**src/rtl/reg_view_pkg.sv**
```systemverilog
// Shared types and defaults for the register-view sequencer.
// Optional build macro REG_VIEW_ADDR_OVERLAY_EN is consumed by reg_view_ctrl.
package reg_view_pkg;

    typedef enum logic [1:0] {
        ISSUE   = 2'd0,
        WAIT    = 2'd1,
        CAPTURE = 2'd2,
        HOLD    = 2'd3
    } state_e;

    localparam int DEF_DEBOUNCE_CYCLES = 250000;
    localparam int DEF_DWELL_CYCLES    = 50000000;
    localparam int DEF_REFRESH_CYCLES  = 1000000;

    // Bits needed to hold a counter running 0 .. n-1 (never less than one bit).
    function automatic int cnt_width(input int n);
        return (n <= 2) ? 1 : $clog2(n);
    endfunction

endpackage

```
**src/rtl/reg_view_ctrl_key_debounce.sv**
```systemverilog
// Key conditioner: 2-flop synchronizer, stable-level debouncer and a
// single-cycle pulse on each accepted press (debounced 1->0 transition).
module key_debounce
    import reg_view_pkg::*;
#(
    parameter int DEBOUNCE_CYCLES = DEF_DEBOUNCE_CYCLES
) (
    input  logic clk,
    input  logic rst,
    input  logic key_n_i,
    output logic press_o
);

    localparam int CW = cnt_width(DEBOUNCE_CYCLES);

    logic          sync1_q, sync2_q;
    logic          level_q, level_d;
    logic          press_q, press_d;
    logic [CW-1:0] cnt_q, cnt_d;

    // The accepted level only moves after the synchronized input has
    // disagreed with it for DEBOUNCE_CYCLES consecutive cycles.
    always_comb begin
        level_d = level_q;
        press_d = 1'b0;
        cnt_d   = '0;
        if (sync2_q != level_q) begin
            if (cnt_q == CW'(DEBOUNCE_CYCLES - 1)) begin
                level_d = sync2_q;
                press_d = ~sync2_q;
            end else begin
                cnt_d = cnt_q + 1'b1;
            end
        end
    end

    always_ff @(posedge clk) begin
        if (rst) begin
            sync1_q <= 1'b1;
            sync2_q <= 1'b1;
            level_q <= 1'b1;
            press_q <= 1'b0;
            cnt_q   <= '0;
        end else begin
            sync1_q <= key_n_i;
            sync2_q <= sync1_q;
            level_q <= level_d;
            press_q <= press_d;
            cnt_q   <= cnt_d;
        end
    end

    assign press_o = press_q;

endmodule

```
**src/rtl/reg_view_ctrl.sv**
```systemverilog
// Debug register viewer: steps x0..x31 by key or dwell timer, reads the CPU
// register port and holds the value for display. Macro: REG_VIEW_ADDR_OVERLAY_EN.
module reg_view_ctrl
    import reg_view_pkg::*;
#(
    parameter int ADDR_W          = 5,
    parameter int DATA_W          = 32,
    parameter int READ_LAT        = 1,
    parameter int DEBOUNCE_CYCLES = DEF_DEBOUNCE_CYCLES,
    parameter int DWELL_CYCLES    = DEF_DWELL_CYCLES,
    parameter int REFRESH_CYCLES  = DEF_REFRESH_CYCLES
) (
    input  logic              clk,
    input  logic              rst,
    input  logic              key_next_n,
    input  logic              key_prev_n,
    input  logic              auto_en,
    input  logic [DATA_W-1:0] reg_data,
    output logic [ADDR_W-1:0] reg_addr,
    output logic [DATA_W-1:0] disp_number,
    output logic              disp_valid,
    output logic [ADDR_W-1:0] cur_addr
);

    localparam int LAT_W   = cnt_width(READ_LAT + 1);
    localparam int DWELL_W = cnt_width(DWELL_CYCLES);
    localparam int REF_W   = cnt_width(REFRESH_CYCLES);

    logic next_p, prev_p;

    key_debounce #(.DEBOUNCE_CYCLES(DEBOUNCE_CYCLES)) u_key_next (
        .clk     (clk),
        .rst     (rst),
        .key_n_i (key_next_n),
        .press_o (next_p)
    );

    key_debounce #(.DEBOUNCE_CYCLES(DEBOUNCE_CYCLES)) u_key_prev (
        .clk     (clk),
        .rst     (rst),
        .key_n_i (key_prev_n),
        .press_o (prev_p)
    );

    state_e             state_q;
    logic [ADDR_W-1:0]  cur_addr_q;
    logic [ADDR_W-1:0]  reg_addr_q;
    logic [DATA_W-1:0]  disp_number_q;
    logic               disp_valid_q;
    logic [LAT_W-1:0]   lat_cnt_q;
    logic [DWELL_W-1:0] dwell_q;
    logic [REF_W-1:0]   refresh_q;
    logic               pend_next_q;
    logic               pend_prev_q;

    logic              step_fwd, step_back, dwell_hit, refresh_hit;
    logic [DATA_W-1:0] cap_data;

    always_comb begin
        step_fwd    = pend_next_q | next_p;
        step_back   = ~step_fwd & (pend_prev_q | prev_p);
        dwell_hit   = auto_en && (dwell_q == DWELL_W'(DWELL_CYCLES - 1));
        refresh_hit = (refresh_q == REF_W'(REFRESH_CYCLES - 1));
    end

    // The index shown alongside the data is the address that was read.
    always_comb begin
        cap_data = reg_data;
`ifdef REG_VIEW_ADDR_OVERLAY_EN
        cap_data[DATA_W-1 -: 8] = 8'(reg_addr_q);
`endif
    end

    always_ff @(posedge clk) begin
        if (rst) begin
            state_q       <= ISSUE;
            cur_addr_q    <= '0;
            reg_addr_q    <= '0;
            disp_number_q <= '0;
            disp_valid_q  <= 1'b0;
            lat_cnt_q     <= '0;
            dwell_q       <= '0;
            refresh_q     <= '0;
            pend_next_q   <= 1'b0;
            pend_prev_q   <= 1'b0;
        end else begin
            // Presses seen while a read is in flight are held one-deep, next over prev.
            if (state_q != HOLD) begin
                if (next_p) begin
                    pend_next_q <= 1'b1;
                    pend_prev_q <= 1'b0;
                end else if (prev_p && !pend_next_q) begin
                    pend_prev_q <= 1'b1;
                end
            end

            case (state_q)
                ISSUE: begin
                    reg_addr_q <= cur_addr_q;
                    lat_cnt_q  <= LAT_W'(READ_LAT);
                    state_q    <= (READ_LAT == 0) ? CAPTURE : WAIT;
                end
                WAIT: begin
                    lat_cnt_q <= lat_cnt_q - 1'b1;
                    if (lat_cnt_q <= LAT_W'(1)) begin
                        state_q <= CAPTURE;
                    end
                end
                CAPTURE: begin
                    disp_number_q <= cap_data;
                    disp_valid_q  <= 1'b1;
                    dwell_q       <= '0;
                    refresh_q     <= '0;
                    state_q       <= HOLD;
                end
                HOLD: begin
                    pend_next_q <= 1'b0;
                    pend_prev_q <= 1'b0;
                    refresh_q   <= refresh_q + 1'b1;
                    if (auto_en) begin
                        dwell_q <= dwell_q + 1'b1;
                    end
                    if (step_fwd) begin
                        cur_addr_q <= cur_addr_q + 1'b1;
                        state_q    <= ISSUE;
                    end else if (step_back) begin
                        cur_addr_q <= cur_addr_q - 1'b1;
                        state_q    <= ISSUE;
                    end else if (dwell_hit) begin
                        cur_addr_q <= cur_addr_q + 1'b1;
                        state_q    <= ISSUE;
                    end else if (refresh_hit) begin
                        state_q    <= ISSUE;
                    end
                end
                default: state_q <= ISSUE;
            endcase
        end
    end

    assign reg_addr    = reg_addr_q;
    assign disp_number = disp_number_q;
    assign disp_valid  = disp_valid_q;
    assign cur_addr    = cur_addr_q;

endmodule

```
**config.mk**
```make
export PLATFORM = sky130hd
export DESIGN_NAME = reg_view_ctrl
export DESIGN_NICKNAME = d
export VERILOG_FILES = /design/src/rtl/reg_view_pkg.sv /design/src/rtl/reg_view_ctrl_key_debounce.sv /design/src/rtl/reg_view_ctrl.sv
export SDC_FILE = /design/constraint.sdc
export NUM_CORES = 1
export LEC_CHECK = 0
export ABC_AREA = 1
export CORE_ASPECT_RATIO = 1.25
export CORE_MARGIN = 5
export CORE_UTILIZATION = 45
export CTS_CLUSTER_DIAMETER = 30
export DETAILED_ROUTE_END_ITERATION = 7
export GPL_TIMING_DRIVEN = 0
export PLACE_DENSITY_LB_ADDON = 0.12
export SYNTH_ARGS = -nofsm -noshare
export SYNTH_HDL_FRONTEND = slang
export SYNTH_SLANG_ARGS = --single-unit
```
**constraint.sdc**
```tcl
create_clock -name clk -period 1.6 [get_ports clk]
set_input_delay 0.24 -clock clk [delete_from_list [all_inputs] [get_ports clk]]
set_output_delay 0.24 -clock clk [all_outputs]
set_load 0.05 [all_outputs]
```
=== Word-level counts from Yosys, hierarchy flattened ===
Cells that the tools add are included.

* $add $sub $neg: 7
* Magnitude comparators: 1
* Eq/ne operators: 13
* Multiplexer cells: 15
* Bitwise logic cells: 10
* Reduce and logical (&&, ||, !) cells: 20

{| class="wikitable"
|+ Operator list
! kind !! count
|-
| 26-bit one-hot mux with 2 select lines || 1
|-
| 20-bit one-hot mux with 2 select lines || 1
|-
| 18-bit by 1-bit adder with 18-bit output, second input constant || 2
|-
| 18-bit equality test, second input constant || 2
|-
| 26-bit by 1-bit adder with 26-bit output, second input constant || 1
|-
| 26-bit equality test, second input constant || 1
|-
| 26-bit two-way mux || 1
|-
| 20-bit by 1-bit adder with 20-bit output, second input constant || 1
|-
| 20-bit equality test, second input constant || 1
|-
| 5-bit two-way mux || 3
|-
| 2-bit AND reduction || 7
|-
| 3-bit OR reduction || 4
|-
| 2-bit two-way mux || 5
|-
| 2-bit one-hot mux with 4 select lines || 1
|-
| 1-bit inverter || 7
|-
| 2-bit inequality test, second input constant || 3
|-
| 2-bit nonzero test || 3
|-
| 5-bit by 1-bit adder with 5-bit output, second input constant || 1
|-
| 5-bit inequality test, second input constant || 1
|-
| 5-bit by 1-bit subtractor with 5-bit output, second input constant || 1
|-
| 2-bit equality test, second input constant || 2
|-
| 3-bit nonzero test || 1
|-
| 2-bit by 1-bit equality test with 1-bit output, second input constant || 1
|-
| 1-bit logical AND || 2
|-
| 10 further kinds || 13
|}

* Bits in registers: 138
* Input bits: 37
* Logic and storage cells: 86

=== Longest topological paths before layout ===
Gate-level depths: netlist of run 1.

* Word-level depth: 6
* Mapped depth: 13
* Gate-level depth less buffers: 12

=== By module ===
From an unflattened synthesis of run 1, not the netlist that was laid out.

* Cell total of the unflattened synthesis: 962
* Area total of the unflattened synthesis: 6608.8 um^2

{| class="wikitable"
|+ Modules (own cells, without submodules)
! module !! instances !! cells each !! area an instance (um^2) !! sequential area each (um^2)
|-
| reg_view_ctrl || 1 || 638 || 4411.7 || 1861.8
|-
| key_debounce || 2 || 162 || 1098.6 || 440.4
|}

=== Worst setup path after synthesis of run 1 ===
Ideal clock, no wire load.

* Kind: reg2reg
* From: reg cur_addr_q[0], in the netlist cur_addr[0]
* To: reg cur_addr_q[2], in the netlist cur_addr[2]
* Arrival: 1.461 ns
* Required time: 1.483 ns
* Slack: 0.021 ns
* Stages on the path, launching flop included: 9
* Cells stage by stage: dfxtp_1 > inv_1 > ha_1 > inv_1 > nor2_1 > a21oi_1 > nor2_1 > a21oi_1 > nor2_1

* Longest elaborated chain between the ends: 4
* Elaborated cells between the ends (all ways): 5
* Those cells by class: 2 x add/sub; 3 x mux

{| class="wikitable"
|+ Ends and longest elaborated chain
! what !! RTL line !! source
|-
| from (decl) || reg_view_ctrl.sv:46 || <nowiki>logic [ADDR_W-1:0] cur_addr_q;</nowiki>
|-
| from (signal assigned) || reg_view_ctrl.sv:124 || <nowiki>cur_addr_q <= cur_addr_q + 1'b1;</nowiki>
|-
| from (signal assigned) || reg_view_ctrl.sv:127 || <nowiki>cur_addr_q <= cur_addr_q - 1'b1;</nowiki>
|-
| from (signal assigned) || reg_view_ctrl.sv:130 || <nowiki>cur_addr_q <= cur_addr_q + 1'b1;</nowiki>
|-
| 5-bit by 1-bit adder with 5-bit output || reg_view_ctrl.sv:124, reg_view_ctrl.sv:130 ||
|-
| 5-bit two-way mux || reg_view_ctrl.sv:129 || <nowiki>end else if (dwell_hit) begin</nowiki>
|-
| 5-bit two-way mux || reg_view_ctrl.sv:126 || <nowiki>end else if (step_back) begin</nowiki>
|-
| 5-bit two-way mux (*) || reg_view_ctrl.sv:123 || <nowiki>if (step_fwd) begin</nowiki>
|}

Every way passes the cells marked *; elsewhere a longest branch is shown, timed or not. The select of a mux whose other input is x is not followed.
A chain may end at the register's enable or synchronous reset.

=== Final worst setup path of run 1 ===
* From: reg state_q[0]
* To: reg dwell_q[25]

* Longest elaborated chain between the ends: 3
* Elaborated cells between the ends (all ways): 6
* Those cells by class: 3 x eq/ne; 1 x mux; 2 x reduce/logical

{| class="wikitable"
|+ Ends and longest elaborated chain
! what !! RTL line !! source
|-
| from (decl) || reg_view_ctrl.sv:45 || <nowiki>state_e state_q;</nowiki>
|-
| from (signal assigned) || reg_view_ctrl.sv:101 || <nowiki>state_q <= (READ_LAT == 0) ? CAPTURE : WAIT;</nowiki>
|-
| 2-bit equality test || reg_view_ctrl.sv:97 || <nowiki>case (state_q)</nowiki>
|-
| 2-bit inequality test (no source line) or 2-bit nonzero test (tied branches) || -- ||
|-
| 2-bit AND reduction (no source line) || -- ||
|-
| to (signal assigned) || reg_view_ctrl.sv:121 || <nowiki>dwell_q <= dwell_q + 1'b1;</nowiki>
|-
| to (decl) || reg_view_ctrl.sv:51 || <nowiki>logic [DWELL_W-1:0] dwell_q;</nowiki>
|}

Parallel ways exist; a longest one is shown, timed or not.

==> results of run 1 <==
sequential cells by signal (all words and copies together) (netlist names):
signal / count
refresh_q: 20
pend_prev_q: 1
u_key_next.sync2_q: 1
dwell_q: 26
pend_next_q: 1
cur_addr: 5
u_key_next.level_q: 1
u_key_prev.cnt_q: 18
u_key_prev.level_q: 1
u_key_prev.sync2_q: 1
reg_addr: 5
state_q: 2
u_key_prev.press_o: 1
u_key_next.sync1_q: 1
u_key_prev.sync1_q: 1
u_key_next.cnt_q: 18
u_key_next.press_o: 1
disp_valid: 1
disp_number: 32
layer usage:
metal  track usage, %  vias up  routed length (microns)
li1                 -     3091                        -
met4             8.10        0                      342
met2             33.3       96                     8000
met5                0        -                        0
met3             3.97       29                      555
met1             23.3     2726                     6760
synthesized netlist by cell type:
master	n	area, sq um
nand3_4	1	17.5
buf_2	3	15.0
nor2_1	193	724
o21a_1	1	7.51
o21bai_1	2	15.0
nor2_4	5	56.3
a21oi_1	50	250
nor2_2	7	43.8
o211ai_1	1	7.51
nand3_1	39	195
inv_1	98	368
buf_6	3	33.8
or2_2	6	37.5
o21ai_1	1	5.00
or2_0	1	6.26
a211oi_1	1	7.51
buf_4	1	7.51
o211a_1	1	10.0
nor3_2	4	40.0
a2111oi_0	1	8.76
nand4_1	19	119
nor3b_1	1	7.51
a32oi_1	1	8.76
nor3_1	22	110
xnor2_1	4	35.0
nand2_2	3	18.8
inv_8	1	11.3
o31ai_1	2	15.0
clkbuf_1	13	48.8
o21ai_0	66	330
nand2_4	3	33.8
nand2_1	145	544
nand2_8	2	40.0
nor4_1	7	43.8
nand3b_1	2	15.0
nand3_2	1	10.0
inv_2	3	11.3
dfxtp_1	137	2740
buf_1	1	3.75
ha_1	10	125
xor2_1	15	131
area by class of cell:
cell class | count | area (sq um)
Timing Repair Buffer | 120 | 1090
Clock inverter | 9 | 148
Fill cell | 1255 | 5220
Sequential cell | 137 | 2760
Tap cell | 175 | 219
Inverter | 102 | 400
Multi-Input combinational cell | 617 | 3340
Clock buffer | 21 | 460
Buffer | 19 | 114
stage by stage:
| step | hold slack (ns) | setup WS [ns] | setup TNS (ns) | std cells | power [mW] |
|---|---|---|---|---|---|
| 6_report | 0.379 | -0.000297 | -0.000297 | 1200 | 11.2 |
| 3_5_place_dp | 0.398 | -0.334 | -23.30 | 1131 | 7.08 |
| 4_1_cts | 0.366 | -0.131 | -0.467 | 1185 | 11.1 |
| 5_1_grt | 0.387 | -0.112 | -0.760 | 1200 | 11.7 |
| 3_3_place_gp | 0.391 | -0.328 | -24.20 | 1131 | 7.05 |
| 2_1_floorplan | 0.344 | 0.0215 | 0 | 877 | 6.03 |
logic make-up after synthesis:
family	Yosys count
buffers and inverters	123
XOR/XNOR	19
adder cells (fa/ha/maj)	10
AO/OA/AOI/OAI	127
flip-flops	137
AND/OR/NAND/NOR	461
worst max-delay path, delay by kind of cell, from the launching register on:
family	cells	cell delay [ns]
adder cells (fa/ha/maj)	1	0.20
buffers and inverters	2	0.11
flip-flops	1	0.36
AND/OR/NAND/NOR	9	0.87
power by group through the flow:
stage / combinational (mW) / sequential [mW] / clock [mW]
final: 3.16 / 3.95 / 4.07
after detailed placement: 3.08 / 4.00 / 0
after global routing: 3.39 / 4.00 / 4.31
after CTS: 3.07 / 3.92 / 4.16
after global placement: 3.07 / 3.99 / 0
after floorplan: 0.996 / 5.04 / 0
cell usage in the layout, fill, tap and decap left out, types with 5 or more instances in the layout:
cell,n
nor2_1,179
nor3_2,8
nand4_1,19
dfxtp_1,128
nand2_4,9
clkbuf_2,11
clkdlybuf4s50_1,36
a21oi_1,48
buf_4,32
nor3_1,17
clkbuf_1,6
or2_2,6
xor2_1,15
nor2_4,16
dlygate4sd2_1,37
nand3_2,6
inv_2,6
inv_1,91
clkbuf_16,17
nand3_1,32
nor2_2,10
dfxtp_2,5
buf_6,12
nand2_1,134
o21ai_0,61
nand2_2,8
final timing paths:
path                                                 endpoint  slack [ns]  cells after the start
worst max-delay path                 dwell_q[25]$_SDFFE_PP0P_     -0.0003                     12
worst min-delay path            u_key_prev.sync1_q$_SDFF_PP1_        0.38                      2
worst max register to register       dwell_q[25]$_SDFFE_PP0P_     -0.0003                     12
worst min register to register  u_key_next.sync2_q$_SDFF_PP1_        0.41                      1
timing repair:
item	in CTS	in global routing
cloned	3	0
setup buffers	21	17
pin swaps	18	33
setup endpoints to repair	111	116
resized for setup	92	97
hold buffers	0	0
==> key figures, run 1 <==
Synth
  – Flops & latches, synth: 137
  – Register area share after synthesis: 43.8%
  – Post-Synth XOR/XNOR Area: 2.66%
  – Largest family of logic cells by synthesized area: simple AND/OR/NAND/NOR gates
  – YS warnings: 0
  – Mux share of post-synthesis cell area: 0%
  – Compound-cell area share of the yosys netlist: 10.6%
  – Simple-gate share of the synthesized area: 32.9%
  – Post-Synthesis Net Count: 924
  – Mean Syn Cell Area: 7.14 sq um
  – Unique masters post-synth: 41
  – Post-Syn Area: 6260 sq um
  – Post-synthesis instance total: 877
  – Synth Area in Adders: 2.00%

Power
  – Clk pwr share: 36.4%
  – Register share of total power: 35.3%
  – Internal power: 7.40 mW
  – Net Switching: 3.79 mW
  – Worst vdd ir: 818 uV
  – Switching share of power: 33.9%
  – Leak: 3.49 nW
  – Pwr Density: 1310 nW/um^2
  – Comb power frac: 28.3%

Worst setup path
  – Kind of critical path: flip-flop to flip-flop
  – Worst setup EP type: flip-flop
  – Startpoint types: flip-flop
  – Reg2Reg Launch Point: state_q[0]$_SDFFE_PP0P_
  – CP Cell Sequence: ha_4 > inv_8 > nand2_8 > nand2_8 > nand3_4 > nor2_4 > nand2_4 > nor2_4 > nand2_1 > nand2_1 > inv_1 > nor2_1
  – Worst-path fanout max: 6
  – Setup crit start: state_q[0]$_SDFFE_PP0P_
  – Crit path arrival time: 1.96 ns
  – Crit path largest cell delay: 0.36 ns
  – Crit path max-delay cell type: dfxtp_4
  – Critical Path RT: 1.96 ns

Worst hold path
  – Hold Crit Class: primary input to flip-flop
  – Hold Path Origin: key_prev_n

Status
  – Violated checks: negative setup slack
  – Status: finished with violations

STA
  – Final Setup Violations: 1
  – Slew @ Worst Pin: 0.562 ns
  – Final Max Tran Viols: 0
  – Maximum clock rate: 0.625 GHz
  – Slew headroom: 62.5%
  – Final Hold Vio Count: 0
  – Clock Skew: 0.00558 ns
  – RSZ-0062 raised after global routing: true
  – Minimum clock period: 1.60 ns
  – Final setup margin: -0.000297 ns
  – Final Cycle Share: 100%

Floorplan
  – Horiz. Die Dim: 116 microns
  – Die area: 16400 sq um
  – Core Area: 13800 sq um
  – # IOs: 80
  – Die height: 142 microns
  – Row cnt: 48
  – Starting Density: 45.5%

Detailed routing
  – Post-detailed-route DRC marker count: 0
  – Final WL: 15700 microns
  – Antenna viol nets, final: 0
  – Drt wl/cell: 13.0 microns
  – Via Count: 5942
  – Initial drt markers: 300
  – Vias/cell: 4.95
  – DRT Pass-1 Iters: 5

Global route
  – Pin count of the biggest net entering global routing: 17
  – Vias in the first global route: 5448
  – GRT Residual Overflow: 0
  – First-pass GRT wire length: 25400 microns
  – Initial antenna violation count: 0
  – GR Util All Layers: 19.3%

Clock network
  – Clk sinks: 137
  – CTS H-tree depth: 4
  – Clk buf depth: 2
  – Clk_lat worst skew: 0.42 ns
  – TritonCTS buffer count: 17
  – CTS tree: built
  – Clock Pin Slew Worst Setup and Hold Paths: 0.06 ns
  – Clock Tree Root: clkbuf_16

Layout
  – Cell area after layout: 8540 sq um
  – Fin util: 62.1%
  – Share of layout cells above drive strength 1: 18.6%
  – Net count, final: 1061
  – Diodes inserted: 0
  – Synth-to-Final Area Change: 36.3%

Placement
  – PortBufs: 79
  – DP Wirelength: 10600 microns
  – DP Area: 7270 sq um
  – Gpl congestion: 0.824

Flow run
  – Max-capacitance violation count: 0
(Power assumes the default switching activity.)
==> run 2: changes to the inputs <==
--- a/config.mk
+++ b/config.mk
@@ -8,11 +8,12 @@
 export ABC_AREA = 1
 export CORE_ASPECT_RATIO = 1.25
 export CORE_MARGIN = 5
-export CORE_UTILIZATION = 45
+export CORE_UTILIZATION = 50
 export CTS_CLUSTER_DIAMETER = 30
 export DETAILED_ROUTE_END_ITERATION = 7
 export GPL_TIMING_DRIVEN = 0
 export PLACE_DENSITY_LB_ADDON = 0.12
+export SKIP_CTS_REPAIR_TIMING = 1
 export SYNTH_ARGS = -nofsm -noshare
 export SYNTH_HDL_FRONTEND = slang
 export SYNTH_SLANG_ARGS = --single-unit
==> run 2 against run 1 <==
The flow still finishes with violations (negative setup slack). Hold slack gained 0.0073 ns. Wire length increased by 3.2%. First-iteration DRC count down 6.3%. Critical endpoint is now dwell_q[24]$_SDFFE_PP0P_. Largest power group unchanged. Highest routed layer unchanged.
==> key figures, run 2 (synthesis results as in run 1) <==
Status
  – Status: finished with violations (unchanged)
  – Violated checks: negative setup slack (unchanged)

Clock network
  – Clk_lat worst skew: 0.42 ns (about the same)
  – Clock Tree Root: clkbuf_16 (unchanged)
  – CTS H-tree depth: 4 (unchanged)
  – Clk buf depth: 2 (unchanged)
  – Clk sinks: 137 (unchanged)
  – Clock Pin Slew Worst Setup and Hold Paths: 0.06 ns (about the same)
  – CTS tree: built (unchanged)
  – TritonCTS buffer count: 17 (unchanged)

Layout
  – Fin util: 71.7% (was 62.1%)
  – Synth-to-Final Area Change: 39.8% (was 36.3%)
  – Max FFs per register: 32 (unchanged)
  – Most common cell after layout, fill and taps aside: nor2_1 (unchanged)
  – Net count, final: 1059 (was 1061)
  – Fillcell total: 983 (was 1255)
  – Diodes inserted: 0 (unchanged)
  – Most frequent cells in the layout: nor2_1 (176), nand2_1 (134), dfxtp_1 (128) (was nor2_1 (179), nand2_1 (134), dfxtp_1 (128))
  – Share of layout cells above drive strength 1: 19.3% (was 18.6%)

STA
  – Final Hold Vio Count: 0 (unchanged)
  – Clock Skew: 0.00809 ns (was 0.00558 ns)
  – Slew @ Worst Pin: 0.583 ns (was 0.562 ns)
  – Final Cycle Share: 113% (was 100%)
  – RSZ-0062 raised after global routing: true (unchanged)
  – Final Setup Violations: 29 (was 1)
  – Maximum clock rate: 0.553 GHz (was 0.625 GHz)
  – Final setup margin: -0.210 ns (was -0.000297 ns)
  – Final Max Tran Viols: 0 (unchanged)
  – Slew headroom: 61.2% (was 62.5%)
  – Minimum clock period: 1.81 ns (was 1.60 ns)

Floorplan
  – Die area: 14900 sq um (was 16400 sq um)
  – Row cnt: 45 (was 48)
  – Die height: 135 microns (was 142 microns)
  – Starting Density: 51.3% (was 45.5%)
  – Horiz. Die Dim: 110 microns (was 116 microns)
  – # IOs: 80 (unchanged)
  – Core Area: 12200 sq um (was 13800 sq um)

Detailed routing
  – Post-detailed-route DRC marker count: 0 (unchanged)
  – Final WL: 16200 microns (was 15700 microns)
  – DRT Pass-1 Iters: 8 (was 5)
  – Drt wl/cell: 13.6 microns (was 13.0 microns)
  – Initial drt markers: 281 (was 300)
  – Antenna viol nets, final: 0 (unchanged)
  – Vias/cell: 5.02 (was 4.95)
  – Via Count: 5965 (was 5942)

Worst hold path
  – Hold Crit Class: primary input to flip-flop (unchanged)

Power
  – Register share of total power: 33.7% (was 35.3%)
  – Net Switching: 3.93 mW (was 3.79 mW)
  – Leak: 4.00 nW (was 3.49 nW)
  – Worst vdd ir: 749 uV (was 818 uV)
  – Final Total Pwr: 11.7 mW (was 11.2 mW)
  – Clk pwr share: 36.4% (about the same)
  – Pwr Density: 1340 nW/um^2 (was 1310 nW/um^2)
  – Internal power: 7.79 mW (was 7.40 mW)
  – Comb power frac: 29.8% (was 28.3%)
  – Switching share of power: 33.5% (was 33.9%)

Global route
  – Pin count of the biggest net entering global routing: 17 (unchanged)
  – Initial antenna violation count: 0 (unchanged)
  – Vias in the first global route: 5311 (was 5448)
  – First-pass GRT wire length: 24600 microns (was 25400 microns)
  – GR Util All Layers: 20.8% (was 19.3%)
  – GRT Residual Overflow: 0 (unchanged)

Worst setup path
  – Worst setup EP type: flip-flop (unchanged)
  – Crit path largest cell delay: 0.36 ns (about the same)
  – Kind of critical path: flip-flop to flip-flop (unchanged)
  – CP Cell Sequence: ha_4 > buf_8 > clkinv_8 > nand2_8 > nand2_8 > nand2_4 > nor2_4 > nand3_4 > nor2_4 > nand3_2 > nand2_1 > nor2_1 (was ha_4 > inv_8 > nand2_8 > nand2_8 > nand3_4 > nor2_4 > nand2_4 > nor2_4 > nand2_1 > nand2_1 > inv_1 > nor2_1)
  – Crit path max-delay family: simple AND/OR/NAND/NOR gates (unchanged)
  – Buf+Inv Stages, Crit Path: 2 (unchanged)
  – Worst-path fanout max: 7 (was 6)
  – Crit path max-delay cell type: dfxtp_4 (unchanged)
  – Crit path arrival time: 2.12 ns (was 1.96 ns)
  – Critical Path RT: 1.91 ns (was 1.96 ns)
  – Startpoint types: flip-flop (unchanged)

Placement
  – Pre-CTS setup slack: -0.379 ns (was -0.334 ns)
  – Gpl congestion: 0.872 (was 0.824)
  – DP Wirelength: 10700 microns (was 10600 microns)
  – PortBufs: 79 (unchanged)

Flow run
  – Max-capacitance violation count: 0 (unchanged)
-- run 2: final cells by class --
cell class / count / area, sq um / area share (%)
buffer: 21 / 150 / 1.71
clock buffer: 18 / 439 / 5.01
clock inverter: 13 / 201 / 2.30
inverter: 102 / 419 / 4.79
multi-input combinational: 617 / 3350 / 38.3
sequential: 137 / 2760 / 31.6
tap: 164 / 205 / 2.34
timing repair buffer: 116 / 1220 / 14.0
-- run 2: final timing paths --
check	from	endpoint	slack, ns	depth (start not counted)
max	state_q[1]$_SDFFE_PP0P_	dwell_q[24]$_SDFFE_PP0P_	-0.21	12
min	key_next_n	u_key_next.sync1_q$_SDFF_PP1_	0.39	2
max reg2reg	state_q[1]$_SDFFE_PP0P_	dwell_q[24]$_SDFFE_PP0P_	-0.21	12
min reg2reg	u_key_next.sync1_q$_SDFF_PP1_	u_key_next.sync2_q$_SDFF_PP1_	0.41	1
-- run 2: power groups by stage --
stage	clock network (mW)	logic (mW)	registers (mW)
finish	4.27	3.50	3.95
global route	4.52	3.73	3.99
CTS	4.34	3.08	3.92
detailed placement	0	3.07	4.00
global placement	0	3.06	3.98
floorplan	0	0.996	5.04
-- run 2: worst register-to-register path, cell delays in order, from the launching register on --
cell      delay [ns]
dfxtp_4         0.36
ha_4            0.17
buf_8           0.14
clkinv_8        0.06
nand2_8         0.08
nand2_8         0.10
nand2_4         0.07
nor2_4          0.16
nand3_4         0.17
nor2_4          0.22
nand3_2         0.07
nand2_1         0.07
nor2_1          0.04
-- run 2: metal layers --
| layer | track usage (%) | vias up | share of wire [%] |
|---|---|---|---|
| li1 | - | 3079 | - |
| met1 | 24.9 | 2790 | 43 |
| met2 | 35.9 | 68 | 53 |
| met3 | 5.40 | 28 | 2.3 |
| met4 | 6.57 | 0 | 2.0 |
| met5 | 0 | - | 0 |
-- run 2: per-stage QoR --
step | hold WS, ns | cells | instance area (sq um) | setup TNS (ns)
finish | 0.386 | 1188 | 8760 | -3.17
global route | 0.393 | 1188 | 8760 | -6.71
CTS | 0.375 | 1151 | 7900 | -18.81
detailed placement | 0.396 | 1120 | 7260 | -25.15
global placement | 0.393 | 1120 | 7260 | -22.25
floorplan | 0.344 | 877 | 6260 | 0
==> run 3: changes to the inputs <==
--- a/config.mk
+++ b/config.mk
@@ -6,12 +6,11 @@
 export NUM_CORES = 1
 export LEC_CHECK = 0
 export ABC_AREA = 1
-export CORE_ASPECT_RATIO = 1.25
+export CORE_ASPECT_RATIO = 0.9
 export CORE_MARGIN = 5
 export CORE_UTILIZATION = 50
 export CTS_CLUSTER_DIAMETER = 30
 export DETAILED_ROUTE_END_ITERATION = 7
-export GPL_TIMING_DRIVEN = 0
 export PLACE_DENSITY_LB_ADDON = 0.12
 export SKIP_CTS_REPAIR_TIMING = 1
 export SYNTH_ARGS = -nofsm -noshare
==> run 3 against run 2 <==
The run still ends with negative setup slack left. Setup slack improved by 0.19 ns. Global-route usage decreased by 0.91 points. Cell area decreased by 4.9%. Sequential share of layout area increased by 1.5 points. Flip-flop and latch count unchanged. Combinational power decreased by 8.6%. Register-to-register slack improved by 0.19 ns. Largest power group is now sequential cells.
==> key figures, run 3 (synthesis results as in run 1) <==
Layout
  – Most frequent cells in the layout: nor2_1 (185), nand2_1 (139), dfxtp_1 (129) (was nor2_1 (176), nand2_1 (134), dfxtp_1 (128))
  – Max FFs per register: 32 (unchanged)
  – Most common cell after layout, fill and taps aside: nor2_1 (unchanged)
  – Net count, final: 1055 (was 1059)
  – Final Instance Count excl. Fillers: 1181 (was 1188)
  – Share of layout cells above drive strength 1: 19.8% (was 19.3%)
  – Diodes inserted: 0 (unchanged)
  – Synth-to-Final Area Change: 33.0% (was 39.8%)
  – Fillcell total: 1035 (was 983)

STA
  – Final Setup Violations: 2 (was 29)
  – Hold WS: 0.366 ns (was 0.386 ns)
  – Final Hold Vio Count: 0 (unchanged)
  – Final Cycle Share: 101% (was 113%)
  – Slew @ Worst Pin: 0.470 ns (was 0.583 ns)
  – Slew headroom: 68.4% (was 61.2%)
  – Maximum clock rate: 0.618 GHz (was 0.553 GHz)
  – Minimum clock period: 1.62 ns (was 1.81 ns)
  – Final Max Tran Viols: 0 (unchanged)
  – Clock Skew: 0.00757 ns (was 0.00809 ns)
  – RSZ-0062 raised after global routing: true (unchanged)
  – Final setup margin: -0.0182 ns (was -0.210 ns)

Global route
  – GRT Residual Overflow: 0 (unchanged)
  – Vias in the first global route: 5267 (was 5311)
  – Pin count of the biggest net entering global routing: 42 (was 17)
  – Initial antenna violation count: 0 (unchanged)
  – GR Util All Layers: 19.8% (was 20.8%)
  – First-pass GRT wire length: 23800 microns (was 24600 microns)

Clock network
  – Clk buf depth: 2 (unchanged)
  – Clock Pin Slew Worst Setup and Hold Paths: 0.06 ns (about the same)
  – Clk sinks: 137 (unchanged)
  – Clock Tree Root: clkbuf_16 (unchanged)
  – CTS H-tree depth: 4 (unchanged)
  – CTS tree: built (unchanged)
  – Clk_lat worst skew: 0.43 ns (was 0.42 ns)
  – TritonCTS buffer count: 17 (unchanged)

Floorplan
  – Starting Density: 51.4% (was 51.3%)
  – Die height: 116 microns (was 135 microns)
  – Row cnt: 38 (was 45)
  – Core Area: 12200 sq um (about the same)
  – # IOs: 80 (unchanged)
  – Die area: 14900 sq um (about the same)
  – Horiz. Die Dim: 128 microns (was 110 microns)

Detailed routing
  – Drt wl/cell: 12.3 microns (was 13.6 microns)
  – DRT Pass-1 Iters: 5 (was 8)
  – Vias/cell: 4.91 (was 5.02)
  – Antenna viol nets, final: 0 (unchanged)
  – Post-detailed-route DRC marker count: 0 (unchanged)
  – Via Count: 5798 (was 5965)
  – Final WL: 14500 microns (was 16200 microns)
  – Initial drt markers: 385 (was 281)

Placement
  – Placed insts: 1144 (was 1120)
  – Gpl congestion: 0.813 (was 0.872)
  – Pre-CTS setup slack: -0.151 ns (was -0.379 ns)
  – DP Wirelength: 10200 microns (was 10700 microns)
  – PortBufs: 79 (unchanged)

Power
  – Register share of total power: 35.7% (was 33.7%)
  – Comb power frac: 28.8% (was 29.8%)
  – Leak: 3.36 nW (was 4.00 nW)
  – Clk pwr share: 35.5% (was 36.4%)
  – Final Total Pwr: 11.1 mW (was 11.7 mW)
  – Switching share of power: 35.0% (was 33.5%)
  – Internal power: 7.20 mW (was 7.79 mW)
  – Worst vdd ir: 1210 uV (was 749 uV)
  – Pwr Density: 1330 nW/um^2 (was 1340 nW/um^2)
  – Net Switching: 3.88 mW (was 3.93 mW)

Worst setup path
  – Startpoint types: flip-flop (unchanged)
  – Worst setup EP type: flip-flop (unchanged)
  – Kind of critical path: flip-flop to flip-flop (unchanged)
  – Critical Path RT: 1.92 ns (was 1.91 ns)
  – Worst-path fanout max: 6 (was 7)
  – Crit path arrival time: 1.94 ns (was 2.12 ns)
  – Reg2reg setup slack: -0.02 ns (was -0.21 ns)

Status
  – Violated checks: negative setup slack (unchanged)
  – Status: finished with violations (unchanged)

Flow run
  – Max-capacitance violation count: 0 (unchanged)

Worst hold path
  – Hold Crit Class: primary input to flip-flop (unchanged)
==> run 3: routing by layer <==
layer,GRT usage (%),share of wire (%),up-vias
met4,7.14,1.4,0
li1,-,-,3090
met2,32.1,47,104
met3,6.72,5.5,22
met1,24.8,47,2582
met5,0,0,-
==> run 3: worst paths after layout <==
kind / cells after the start / to / start
min: 2 / u_key_prev.sync1_q$_SDFF_PP1_ / key_prev_n
min reg2reg: 1 / u_key_prev.sync2_q$_SDFF_PP1_ / u_key_prev.sync1_q$_SDFF_PP1_
max: 11 / dwell_q[24]$_SDFFE_PP0P_ / state_q[1]$_SDFFE_PP0P_
max reg2reg: 11 / dwell_q[24]$_SDFFE_PP0P_ / state_q[1]$_SDFFE_PP0P_
==> run 3: final cells by class <==
class | instances | area, sq um | share of cell area (%)
tap | 160 | 200 | 2.40
clock inverter | 13 | 144 | 1.73
multi-input combinational | 617 | 3160 | 38.0
sequential | 137 | 2760 | 33.1
timing repair buffer | 133 | 1220 | 14.7
clock buffer | 19 | 453 | 5.44
inverter | 102 | 393 | 4.72
==> run 3: stage by stage <==
| stage | TNS [ns] | area (sq um) | utilization (%) |
|---|---|---|---|
| after CTS | -0.529 | 8140 | 66.9 |
| after global placement | -1.38 | 7540 | 62.0 |
| after detailed placement | -1.95 | 7540 | 62.0 |
| after global routing | -0.556 | 8330 | 68.4 |
| after floorplan | 0 | 6260 | - |
| final | -0.0347 | 8330 | 68.4 |
==> run 3: worst max-delay path, cell delays in order, from the launching register on <==
cell and delay [ns]:
dfxtp_4 0.37, buf_6 0.10, ha_4 0.16, nand2_8 0.07
nand2_8 0.09, nand2_4 0.06, nor2_4 0.14, nand3_4 0.11
nor2_4 0.20, nand3_2 0.07, nand2_1 0.08, nor2_1 0.04
==> run 3: power by group through the flow <==
stage                     sequential, mW  combinational (mW)  clock (mW)
final                               3.96                3.20        3.93
after global routing                3.99                3.43        4.15
after CTS                           3.93                3.15        3.99
after floorplan                     5.04               0.996           0
after detailed placement            4.00                3.14           0
after global placement              3.99                3.13           0
